$ cat src/rtl/mdr_pkg.sv
// Shared definitions for the MDR read controller.
//   state_e      : controller FSM states
//   INST_W       : width of the MDR bus carrying fetched instructions
//   ADDR_W       : instruction memory address width
//   TIMEOUT_CYC  : MEM cycles allowed before a read is abandoned (timeout build)
package mdr_pkg;

  localparam int unsigned INST_W      = 67;
  localparam int unsigned ADDR_W      = 32;
  localparam int unsigned TIMEOUT_CYC = 16;

  typedef enum logic [1:0] {
    StIdle  = 2'd0,
    StMem   = 2'd1,
    StLatch = 2'd2,
    StDrive = 2'd3
  } state_e;

endpackage

$ cat src/rtl/rr_arb2.sv
// Two-way round-robin arbiter, purely combinational.
// Ports:
//   req : request vector, bit0 = fetch unit, bit1 = loader port
//   ptr : requester that wins a tie (0 or 1)
//   gnt : one-hot grant, zero when nothing is requested
module rr_arb2 (
  input  logic [1:0] req,
  input  logic       ptr,
  output logic [1:0] gnt
);

  always_comb begin
    gnt = 2'b00;
    unique case (req)
      2'b01:   gnt = 2'b01;
      2'b10:   gnt = 2'b10;
      2'b11:   gnt = ptr ? 2'b10 : 2'b01;
      default: gnt = 2'b00;
    endcase
  end

endmodule

$ cat src/rtl/mdr_ctrl.sv
// MDR read controller: arbitrates fetch unit and loader port for the
// instruction memory, waits for the memory, captures the word into the MDR
// and presents it to the granted requester until it is accepted.
// Ports:
//   clk, rst_n          : clock, synchronous active-low reset
//   req[1:0]            : requests (bit0 fetch, bit1 loader)
//   addr0, addr1        : per-requester read addresses
//   gnt[1:0]            : one-hot grant, held for the whole transaction
//   mem_rd_en, mem_addr : memory read strobe and registered address
//   mem_ack             : memory data valid on the MDR bus
//   mdr_wr, mdr_rd      : MDR capture / drive enables
//   rsp_valid/ready     : response handshake, rsp_id = served requester
//   rsp_err             : read abandoned after timeout
//   busy                : controller not idle
// Build option: define MDR_CTRL_TIMEOUT_EN to abandon reads after
// TIMEOUT_CYC cycles in MEM; the response then skips the MDR capture.
module mdr_ctrl
  import mdr_pkg::*;
(
  input  logic              clk,
  input  logic              rst_n,
  input  logic [1:0]        req,
  input  logic [ADDR_W-1:0] addr0,
  input  logic [ADDR_W-1:0] addr1,
  output logic [1:0]        gnt,
  output logic              mem_rd_en,
  output logic [ADDR_W-1:0] mem_addr,
  input  logic              mem_ack,
  output logic              mdr_wr,
  output logic              mdr_rd,
  output logic              rsp_valid,
  input  logic              rsp_ready,
  output logic              rsp_id,
  output logic              rsp_err,
  output logic              busy
);

  state_e            state_q, state_d;
  logic [1:0]        gnt_q, gnt_d;
  logic [ADDR_W-1:0] mem_addr_q, mem_addr_d;
  logic              mem_rd_en_q, mem_rd_en_d;
  logic              rsp_id_q, rsp_id_d;
  logic              busy_q, busy_d;
  logic              ptr_q, ptr_d;
  logic [1:0]        arb_gnt;
  logic              timeout;

  rr_arb2 u_arb (
    .req (req),
    .ptr (ptr_q),
    .gnt (arb_gnt)
  );

`ifdef MDR_CTRL_TIMEOUT_EN
  localparam int unsigned CntW = $clog2(TIMEOUT_CYC);

  logic [CntW-1:0] cnt_q, cnt_d;
  logic            rsp_err_q, rsp_err_d;

  // Counter sits at zero outside MEM, so it is clear on every MEM entry.
  assign timeout = (state_q == StMem) && (cnt_q == CntW'(TIMEOUT_CYC - 1));

  always_comb begin
    cnt_d     = (state_q == StMem) ? cnt_q + 1'b1 : '0;
    rsp_err_d = rsp_err_q;
    if (state_q == StMem && !mem_ack && timeout) begin
      rsp_err_d = 1'b1;
    end else if (state_q == StDrive && rsp_ready) begin
      rsp_err_d = 1'b0;
    end
  end

  always_ff @(posedge clk) begin
    if (!rst_n) begin
      cnt_q     <= '0;
      rsp_err_q <= 1'b0;
    end else begin
      cnt_q     <= cnt_d;
      rsp_err_q <= rsp_err_d;
    end
  end

  assign rsp_err = rsp_err_q;
  // A timed-out response carries no data, so the MDR stays off the bus.
  assign mdr_rd  = (state_q == StDrive) && !rsp_err_q;
`else
  assign timeout = 1'b0;
  assign rsp_err = 1'b0;
  assign mdr_rd  = (state_q == StDrive);
`endif

  always_comb begin
    state_d    = state_q;
    gnt_d      = gnt_q;
    mem_addr_d = mem_addr_q;
    rsp_id_d   = rsp_id_q;
    ptr_d      = ptr_q;
    unique case (state_q)
      StIdle: begin
        if (req != 2'b00) begin
          state_d    = StMem;
          gnt_d      = arb_gnt;
          mem_addr_d = arb_gnt[1] ? addr1 : addr0;
          rsp_id_d   = arb_gnt[1];
        end
      end
      StMem: begin
        if (mem_ack) begin
          state_d = StLatch;
        end else if (timeout) begin
          state_d = StDrive;
        end
      end
      StLatch: state_d = StDrive;
      StDrive: begin
        if (rsp_ready) begin
          state_d = StIdle;
          gnt_d   = 2'b00;
          // Requester just served loses the next tie.
          ptr_d   = ~rsp_id_q;
        end
      end
      default: state_d = StIdle;
    endcase
    // Registered outputs follow the next state so they align with it.
    mem_rd_en_d = (state_d == StMem);
    busy_d      = (state_d != StIdle);
  end

  always_ff @(posedge clk) begin
    if (!rst_n) begin
      state_q     <= StIdle;
      gnt_q       <= 2'b00;
      mem_addr_q  <= '0;
      mem_rd_en_q <= 1'b0;
      rsp_id_q    <= 1'b0;
      busy_q      <= 1'b0;
      ptr_q       <= 1'b0;
    end else begin
      state_q     <= state_d;
      gnt_q       <= gnt_d;
      mem_addr_q  <= mem_addr_d;
      mem_rd_en_q <= mem_rd_en_d;
      rsp_id_q    <= rsp_id_d;
      busy_q      <= busy_d;
      ptr_q       <= ptr_d;
    end
  end

  assign gnt       = gnt_q;
  assign mem_addr  = mem_addr_q;
  assign mem_rd_en = mem_rd_en_q;
  assign rsp_id    = rsp_id_q;
  assign busy      = busy_q;
  assign mdr_wr    = (state_q == StLatch);
  assign rsp_valid = (state_q == StDrive);

endmodule

$ cat config.mk
export PLATFORM = sky130hd
export DESIGN_NAME = mdr_ctrl
export DESIGN_NICKNAME = d
export VERILOG_FILES = /design/src/rtl/mdr_pkg.sv /design/src/rtl/rr_arb2.sv /design/src/rtl/mdr_ctrl.sv
export SDC_FILE = /design/constraint.sdc
export NUM_CORES = 1
export LEC_CHECK = 0
export BUFFER_PORTS_ARGS = -buffer_cell sky130_fd_sc_hd__buf_2
export CELL_PAD_IN_SITES_DETAIL_PLACEMENT = 2
export CELL_PAD_IN_SITES_GLOBAL_PLACEMENT = 2
export CORE_MARGIN = 2
export CORE_UTILIZATION = 21
export DETAILED_ROUTE_END_ITERATION = 16
export HOLD_SLACK_MARGIN = 0.06
export PLACE_DENSITY = 0.75
export SYNTH_ARGS = -nofsm -noshare
export SYNTH_HDL_FRONTEND = slang
export SYNTH_SLANG_ARGS = --single-unit
export TNS_END_PERCENT = 1
$ cat constraint.sdc
create_clock -name clk -period 1.45 [get_ports clk]
set_clock_uncertainty 0.2 [all_clocks]
set_input_delay 0.0725 -clock clk [delete_from_list [all_inputs] [get_ports clk]]
set_output_delay 0.0725 -clock clk [all_outputs]
set_load 0.01 [all_outputs]
==> flow_summary.yaml, run 1 <==
detailed_routing:
  via_count: 2553
  ant_nets: 0
  route.detailed.drc: 0
  drt_pre_antenna_iters: 4
  dr.first_iter.drc_count: 32
  vias_per_cell: 4.71
  wl_microns: 9640
  drt-wirelength-per-cell_microns: 17.8
pwr:
  p_per_area_nw_per_um2: 1440
  p_sw_mw: 2.07
  p_comb_share_pct: 53.5
  p_leak_nw: 1.58
  seq_power_share_pct: 31.7
  p_int_mw: 3.32
  p_sw_share_pct: 38.5
  clkPwrFrac_pct: 14.9
  finalPower_mw: 5.39
  ir_drop_v: 0.000479
critical_path:
  start_kind: "flop"
  cp.depth: 6
  ff2ff_path_depth: 6
  cpMaxStageDelayCell: "dfxtp_4"
  crit_arrival_ns: 1.53
  path_cells: "inv_6 > ha_4 > o21a_4 > buf_12 > o21ai_0 > a31oi_1"
  critPathCaptureType: "flop"
  crit_family: "compound AO/OA/AOI/OAI gates"
  path_class: "flop to flop"
  crit_fanout: 12
  cp_num_buf_inv: 2
  crit_required_ns: 1.43
  slowest_delay_ns: 0.39
clock_network:
  htreeDepth: 2
  clk_pin_slew_ns: 0.09
  cts_tree: "yes"
  numCtsBuffers: 5
  cts_root_buffer: "clkbuf_8"
  clock_latency_ns: 0.29
  clockBufferDepth: 2
  cts.sinks: 40
floorplan:
  pin_count: 111
  die_y_microns: 102
  num_rows: 35
  start_util_pct: 21.7
  core_area_sq_um: 9280
  die_w_microns: 102
  dieArea_sq_um: 10400
final_layout:
  num_antenna_cells: 0
  drive_gt1_share_pct: 38.7
  nets: 487
  areaGrowthSynthToFinish_pct: 86.2
sta:
  hold-worst-slack_ns: 0.104
  fin_ws_ns: -0.0960
  final-setup-viol-count: 25
  finalCritPeriodShare_pct: 107
  slew_violations: 0
  hold_viol: 0
  fmax_ghz: 0.647
  layout_min_cycle_time_ns: 1.55
  rsz0062_at_grt: "true"
placed_design:
  place_congestion: 0.700
  io_buffers: 109
  place_hpwl_microns: 5460
worst_hold_path:
  hold_path_class: "input pin to flop"
  worstHoldPathCells: 4
status:
  status: "finished, violations left"
  violations: "negative setup slack"
logic_synthesis:
  synth_cell_types: 31
  synth_flop_cell: "dfxtp_1"
  syn_area_sq_um: 2010
  synth_nets: 309
  syn_inst: 234
  avgSynthCellArea_sq_um: 8.60
  ys_seq_area_share_pct: 39.8
  synth-seq-cells: 40
  async_reset_ff_share_pct: 0
  synth_warnings: 0
  synth_edf_count: 0
grt:
  grt_usage_pct: 18.5
  grt_pass1_wl_microns: 14800
  grt_max_degree: 35
  grt_overflow: 0
  grt_pass1_vias: 2889
  grt_antenna_before_repair: 0
flow_run:
  drv_cap: 0
## layer usage
metal	vias up	GRT usage, %	wire length [microns]
met1	1246	18.4	3640
met2	73	38.8	5510
met3	11	3.15	367
met5	-	0	0
li1	1223	-	-
met4	0	4.31	128
## worst min-delay path: stages
cell and delay [ns]:
buf_2 0.14, or3b_4 0.15, a32oi_4 0.06, and2_1 0.14
## synth_stat cells (2+ instances only)
cell type  number  share of area, %
clkbuf_1        7               1.3
ha_1            5               3.1
inv_1           5              0.93
buf_6           3               1.7
buf_4           6               2.2
o21ai_0        45                11
dfxtp_1        40                40
buf_2          10               2.5
nand3b_1       35                13
nor2_1          3              0.56
o31ai_1         2              0.75
a31oi_1        32                10
a21oi_1         4               1.0
o21ai_1        20               5.0
## cell usage in the layout (no fill, tap or decap), types with 2 or more instances in the layout
master	synthesis	routed
dlygate4sd3_1	0	68
o21ai_0	45	23
nor2_1	3	2
buf_2	10	109
a31oi_1	32	31
a21oi_1	4	3
nand3b_1	35	35
dfxtp_1	40	38
dfxtp_4	0	2
ha_2	0	2
buf_12	0	6
clkinv_2	0	2
clkbuf_8	0	6
buf_4	6	10
o21ai_1	20	42
ha_4	0	3
inv_1	5	3
## through the flow
stage | TNS [ns] | util (%) | cell area, sq um | std cells | worst slack, ns
detailed placement | -2.30 | 29.7 | 2760 | 462 | -0.137
finish | -0.818 | 40.4 | 3750 | 542 | -0.0960
global route | -3.62 | 40.4 | 3750 | 542 | -0.155
global placement | -0.556 | 29.7 | 2760 | 462 | -0.0864
CTS | -0.605 | 39.6 | 3670 | 539 | -0.0779
floorplan | 0 | - | 2020 | 234 | 0.00228
## registers in the layout, summed over array words and instances, names as in the netlist
signal	flops
busy	1
gnt	2
mem_addr	32
mem_rd_en	1
ptr_q	1
rsp_id	1
state_q	2
## layout make-up
cell class | instances | area [sq um]
repair buffers | 197 | 1500
multi-input cells | 163 | 1160
well taps | 129 | 161
flip-flops and latches | 40 | 808
clock buffers | 6 | 82.6
fillers | 1039 | 5540
clock inverters | 2 | 10.0
inverters | 5 | 26.3
## what timing repair did
action                                  in CTS  in global routing
buffers inserted                             1                  1
hold endpoints to repair                    38                  1
hold buffers                                67                  1
gates resized for setup                     21                  9
gates cloned                                 1                  1
pin swaps                                    4                  3
endpoints found under the setup margin      39                 41
## cell families (layout without fill, tap and decap cells)
kind of cell	count (synthesis)	count (layout)	synth area share [%]
AOI/OAI and AO/OA	109	109	31.1
other	1	1	0.186
and+or+nand+nor	48	48	17.2
DFF	40	40	39.8
buffers and inverters	31	210	8.64
adders and majority gates	5	5	3.11
## power groups by stage
stage | logic, mW | registers, mW | clock network, mW
after global placement | 2.04 | 1.69 | 0
after CTS | 2.67 | 1.70 | 0.830
after detailed placement | 2.13 | 1.70 | 0
after global routing | 3.13 | 1.75 | 0.886
after floorplan | 1.05 | 1.85 | 0
final | 2.88 | 1.71 | 0.802
## final timing paths
path | start | endpoint | slack [ns]
setup / recovery | state_q[0] | mem_addr[10] | -0.1
hold / removal | req[1] | state_q[1] | 0.10
setup reg to reg | state_q[0] | mem_addr[10] | -0.1
hold reg to reg | gnt[0] | gnt[0] | 0.28
Power figures use the tool's default switching activity.
==> inputs of run 2 (changes only) <==
CORE_UTILIZATION = 22   (was 21)
CTS_BUF_LIST = sky130_fd_sc_hd__clkbuf_4   (was unset)
MAX_ROUTING_LAYER = met4   (was unset)
PLACE_DENSITY = 0.78   (was 0.75)
==> run 2 against run 1 <==
Compared with the run above:
- the flow still finishes with violations (negative setup slack)
- sequential power barely moved
- routed wire length increased by 4.6%
- final cell count down 3.7%
- clock power is 26% lower
- largest cell class unchanged
==> flow_summary.yaml, run 2 (synthesis results as in run 1) <==
grt:
  grt_antenna_before_repair: 0
  grt_max_degree: 41
  grt_pass1_wl_microns: 15100
  grt_overflow: 0
  grt_pass1_vias: 2938
  grt_usage_pct: 19.7
pwr:
  ir_drop_v: 0.000422
  finalPower_mw: 5.41
  p_leak_nw: 1.60
  p_per_area_nw_per_um2: 1410
critical_path:
  crit_arrival_ns: 1.58
  crit_fanout: 18
  r2r_start: "state_q[0]"
  r2r_setup_slack_ns: -0.08
  crit_required_ns: 1.50
  reg2reg_to: "mem_addr[21]"
  start_kind: "flop"
  critPathCaptureType: "flop"
  ff2ff_path_depth: 5
  path_class: "flop to flop"
clock_network:
  numCtsBuffers: 5
  clk_pin_slew_ns: 0.13
  cts_tree: "yes"
  clock_latency_ns: 0.35
  cts_root_buffer: "clkbuf_4"
  htreeDepth: 2
  clockBufferDepth: 2
  cts.sinks: 40
final_layout:
  layout_commonest_cell: "buf_2"
  nets: 489
  final-seq-area_sq_um: 808
  largest_register_ffs: 32
  utilization_pct: 43.4
  stdcell_count: 522
  drive_gt1_share_pct: 41.1
  multi_input_area_sq_um: 1270
  fillers: 951
  areaGrowthSynthToFinish_pct: 90.2
  layout_common_cells: "buf_2 (106), dlygate4sd3_1 (69), o21ai_1 (45)"
  num_antenna_cells: 0
placed_design:
  io_buffers: 109
  place_hpwl_microns: 5430
  pre_cts_slack_ns: -0.106
  place_congestion: 0.772
  dp.cells: 439
status:
  status: "finished, violations left"
  violations: "negative setup slack"
floorplan:
  dieArea_sq_um: 9930
  core_area_sq_um: 8810
  num_rows: 34
  die_y_microns: 99.6
  start_util_pct: 22.8
  die_w_microns: 99.6
  pin_count: 111
worst_hold_path:
  hold_path_class: "input pin to flop"
  min-delay-start: "req[0]"
  hold_end: "busy"
  worstHoldPathCells: 4
sta:
  finalCritPeriodShare_pct: 105
  rsz0062_at_grt: "true"
  slew_violations: 0
  fmax_ghz: 0.654
  layout_min_cycle_time_ns: 1.53
  fin_ws_ns: -0.0797
  final-setup-viol-count: 40
  hold_viol: 0
  hold-worst-slack_ns: 0.0970
detailed_routing:
  ant_nets: 0
  route.detailed.drc: 0
  wl_microns: 10100
  vias_per_cell: 5.02
  drt_pre_antenna_iters: 4
  dr.first_iter.drc_count: 47
  via_count: 2620
  drt-wirelength-per-cell_microns: 19.3
flow_run:
  drv_cap: 0
==> run 2: cell types whose count changed in the layout (fill, tap and decap cells not counted), sizes merged <==
cell	change
bufbuf	+1
clkinv	-1
dlygate4sd3	+1
==> run 2: stage by stage <==
| stage | area, sq um | setup TNS (ns) |
|---|---|---|
| after global routing | 3830 | -3.99 |
| after detailed placement | 2720 | -2.08 |
| after floorplan | 2020 | 0 |
| after CTS | 3500 | -3.24 |
| after global placement | 2720 | -0.125 |
| final | 3830 | -1.92 |
==> run 2: layout make-up <==
type	count	share of cell area, %
flip-flops and latches	40	21.1
inverters	5	0.752
multi-input cells	163	33.1
clock buffers	6	1.18
well taps	108	3.53
clock inverters	1	0.131
repair buffers	199	40.2
==> run 2: layer usage <==
| layer | GRT usage [%] | vias up | wire (microns) |
|---|---|---|---|
| met1 | 21.4 | 1292 | 3980 |
| met5 | - | - | 0 |
| met2 | 36.8 | 79 | 5540 |
| met3 | 3.16 | 18 | 342 |
| met4 | 5.80 | 0 | 216 |
| li1 | - | 1231 | - |
==> run 2: critical path, cell delays in order (launching register included) <==
cell       delay (ns)
dfxtp_4          0.40
inv_6            0.09
ha_4             0.16
o21a_4           0.17
bufbuf_16        0.30
a31oi_1          0.09
==> run 2: what timing repair did <==
action | 4_1_cts | 5_1_grt
pin swaps | 1 | 9
buffers inserted | 0 | 4
gates cloned | 1 | 2
endpoints found under the setup margin | 42 | 42
hold buffers | 69 | 0
endpoints found under the hold margin | 40 | 0
resized for setup | 3 | 54
==> run 2: worst max-delay path by stage <==
stage	cells past startpoint	slack [ns]	to	from
floorplan	7	0.002	mem_addr[12]	state_q[0]
detailed placement	6	-0.11	mem_addr[22]	state_q[0]
global placement	4	-0.03	mem_rd_en	state_q[1]
finish	5	-0.08	mem_addr[21]	state_q[0]
CTS	6	-0.12	mem_addr[3]	state_q[0]
global route	4	-0.14	busy	state_q[1]
==> run 2: report_power, final <==
part,internal [mW],leakage [nW],switching [mW]
clock,0.198,0.0315,0.394
sequential,1.49,0.333,0.252
combinational,1.55,1.23,1.53
total,3.24,1.60,2.17
==> inputs of run 3 (changes only) <==
CORE_UTILIZATION = 26   (was 22)
PLACE_DENSITY = 0.83   (was 0.78)
SYNTH_HIERARCHICAL = 1   (was unset)
clock period = 1.7 ns   (was 1.45 ns; I/O delays follow)
==> run 3 against run 2 <==
Compared with the run above:
- the run now ends clean
- final cell count shrank 6.3%
- clock-buffer cell count grew 1
- sequential share of layout area grew 0.51 points
- clock power shrank 14%
- cell area shrank 2.4%
- non-clock buffer count grew 4
- critical path type unchanged
- highest routed layer unchanged
==> flow_summary.yaml, run 3 <==
detailed_routing:
  route.detailed.drc: 0
  via_count: 2253
  drt_pre_antenna_iters: 4
  vias_per_cell: 4.61
  drt-wirelength-per-cell_microns: 18.2
  ant_nets: 0
  dr.first_iter.drc_count: 25
  wl_microns: 8890
final_layout:
  final-seq-area_sq_um: 808
  largest_register_ffs: 32
  drive_gt1_share_pct: 48.3
  layout_commonest_cell: "buf_2"
  fillers: 788
  nets: 461
  utilization_pct: 49.1
  multi_input_area_sq_um: 1140
  layout_common_cells: "buf_2 (109), dlygate4sd3_1 (69), dfxtp_1 (38)"
  areaGrowthSynthToFinish_pct: 85.6
  num_antenna_cells: 0
pwr:
  ir_drop_v: 0.000457
  p_comb_share_pct: 59.6
  clkPwrFrac_pct: 10.5
  p_leak_nw: 1.67
  p_sw_mw: 1.91
  seq_power_share_pct: 29.9
  p_int_mw: 2.95
  finalPower_mw: 4.87
  p_sw_share_pct: 39.3
  p_per_area_nw_per_um2: 1300
clock_network:
  clk_pin_slew_ns: 0.11
  cts.sinks: 40
  htreeDepth: 2
  cts_root_buffer: "clkbuf_4"
  numCtsBuffers: 5
  clock_latency_ns: 0.34
  cts_tree: "yes"
  clockBufferDepth: 2
floorplan:
  die_w_microns: 92.0
  core_area_sq_um: 7610
  start_util_pct: 26.5
  num_rows: 32
  pin_count: 111
  die_y_microns: 92.0
  dieArea_sq_um: 8460
logic_synthesis:
  syn_inst: 192
  synth_edf_count: 0
  synth-seq-cells: 40
  syn_area_sq_um: 2010
  synth_warnings: 6
  synthSimpleGateAreaFrac_pct: 11.6
  synth_flop_cell: "dfxtp_1"
  synth_top_family_by_area: "compound AO/OA/AOI/OAI gates"
  ys_top_cells_by_count: "dfxtp_1 (40), mux2i_1 (33), nor2_1 (25)"
  synth.most_common_cell: "dfxtp_1"
  synth_nets: 267
  avgSynthCellArea_sq_um: 10.5
  synth_top_area_share_pct: 39.8
  synth.area.top_cells: "dfxtp_1 (40%), mux2i_1 (16%), a211oi_2 (14%)"
  yosysTopAreaCell: "dfxtp_1"
  synthXorXnorAreaFrac_pct: 0
  synth_cell_types: 35
  synth_compound_area_share_pct: 22.1
  synth.mux.area_fraction_pct: 16.4
  async_reset_ff_share_pct: 0
  synthAdderAreaFrac_pct: 3.11
  ys_seq_area_share_pct: 39.8
grt:
  grt_overflow: 0
  grt_pass1_wl_microns: 12700
  grt_max_degree: 29
  grt_usage_pct: 19.6
  grt_pass1_vias: 2608
  grt_antenna_before_repair: 0
sta:
  hold_viol: 0
  finalCritPeriodShare_pct: 97.8
  final-setup-viol-count: 0
  layout_min_cycle_time_ns: 1.66
  tns_ns: 0
  fmax_ghz: 0.601
  slew_violations: 0
critical_path:
  crit_arrival_ns: 1.72
  reg2reg_to: "mem_addr[27]"
  path_class: "flop to flop"
  r2r_setup_slack_ns: 0.04
  critPathCaptureType: "flop"
  crit_required_ns: 1.75
  ff2ff_path_depth: 7
  start_kind: "flop"
  r2r_start: "state_q[0]"
  crit_fanout: 8
placed_design:
  place_hpwl_microns: 4470
  io_buffers: 109
  place_congestion: 0.789
worst_hold_path:
  hold_end: "gnt[0]"
  min-delay-start: "gnt[0]"
  hold_path_class: "flop to flop"
  worstHoldPathCells: 2
flow_run:
  drv_cap: 0
status:
  status: "finished clean"
[run 3: changes by cell type in the layout (fill, tap and decap cells not counted), moves of 15 or more]
cell	delta
a211oi_2	+22
a31oi_1	-26
mux2i_1	+32
nand3b_1	-34
nor2_1	+24
o21ai_0	-15
o21ai_1	-45
[run 3: final cells by class]
| class | instances | share of cell area, % |
|---|---|---|
| Timing Repair Buffer | 203 | 42.3 |
| Clock buffer | 7 | 1.41 |
| Tap cell | 102 | 3.42 |
| Multi-Input combinational cell | 131 | 30.6 |
| Clock inverter | 1 | 0.100 |
| Inverter | 5 | 0.569 |
| Sequential cell | 40 | 21.6 |
[run 3: worst max path at each step]
stage	depth (start not counted)	endpoint	slack (ns)	from
after floorplan	4	mem_rd_en	0.15	state_q[0]
after global placement	4	mem_rd_en	0.10	state_q[1]
after detailed placement	5	mem_rd_en	-0.02	state_q[1]
after CTS	4	mem_rd_en	0.02	state_q[0]
after global routing	5	mem_rd_en	-0.05	state_q[1]
final	7	mem_addr[27]	0.04	state_q[0]
[run 3: cells by family (layout without fill, tap and decap cells)]
family | Yosys count | count (layout)
AND/OR/NAND/NOR | 48 | 48
flip-flops | 40 | 40
buffers and inverters | 21 | 216
other | 1 | 1
multiplexers | 33 | 33
AO/OA/AOI/OAI | 44 | 44
adder cells (fa/ha/maj) | 5 | 5
[run 3: through the flow]
stage | area [sq um] | setup WS, ns | hold WS, ns | std cells
6_report | 3740 | 0.0371 | 0.290 | 489
5_1_grt | 3740 | -0.0477 | 0.315 | 489
4_1_cts | 3440 | 0.0179 | 0.293 | 472
3_5_place_dp | 2690 | -0.0156 | 0.145 | 395
3_3_place_gp | 2690 | 0.100 | 0.149 | 395
2_1_floorplan | 2010 | 0.150 | 0.000181 | 192
[run 3: critical path: stages, from the launching register on]
cell	delay (ns)
dfxtp_4	0.39
inv_4	0.05
ha_4	0.16
o21a_4	0.16
buf_12	0.14
buf_8	0.12
buf_4	0.13
a211oi_2	0.21
[run 3: power by group through the flow]
stage | clock network, mW | logic [mW] | registers (mW)
2_1_floorplan | 0 | 1.19 | 1.58
3_3_place_gp | 0 | 1.88 | 1.44
3_5_place_dp | 0 | 1.97 | 1.46
4_1_cts | 0.531 | 2.10 | 1.44
5_1_grt | 0.568 | 3.11 | 1.49
6_report | 0.510 | 2.90 | 1.46
[run 3: metal layers]
metal / wire length, microns / vias to the layer above / part of all wire [%] / global-route usage [%]
li1: - / 1075 / - / -
met1: 3280 / 1112 / 37 / 18.2
met2: 5260 / 60 / 59 / 41.0
met3: 303 / 6 / 3.4 / 3.86
met4: 53 / 0 / 0.60 / 3.48
met5: 0 / - / 0 / -
[run 3: what timing repair did]
item | in CTS | in global routing
gates resized for setup | 3 | 22
hold buffers | 69 | 0
endpoints found under the hold margin | 39 | 0
cloned | 0 | 4
setup endpoints to repair | 4 | 37
pin swaps | 0 | 2
setup buffers | 0 | 13
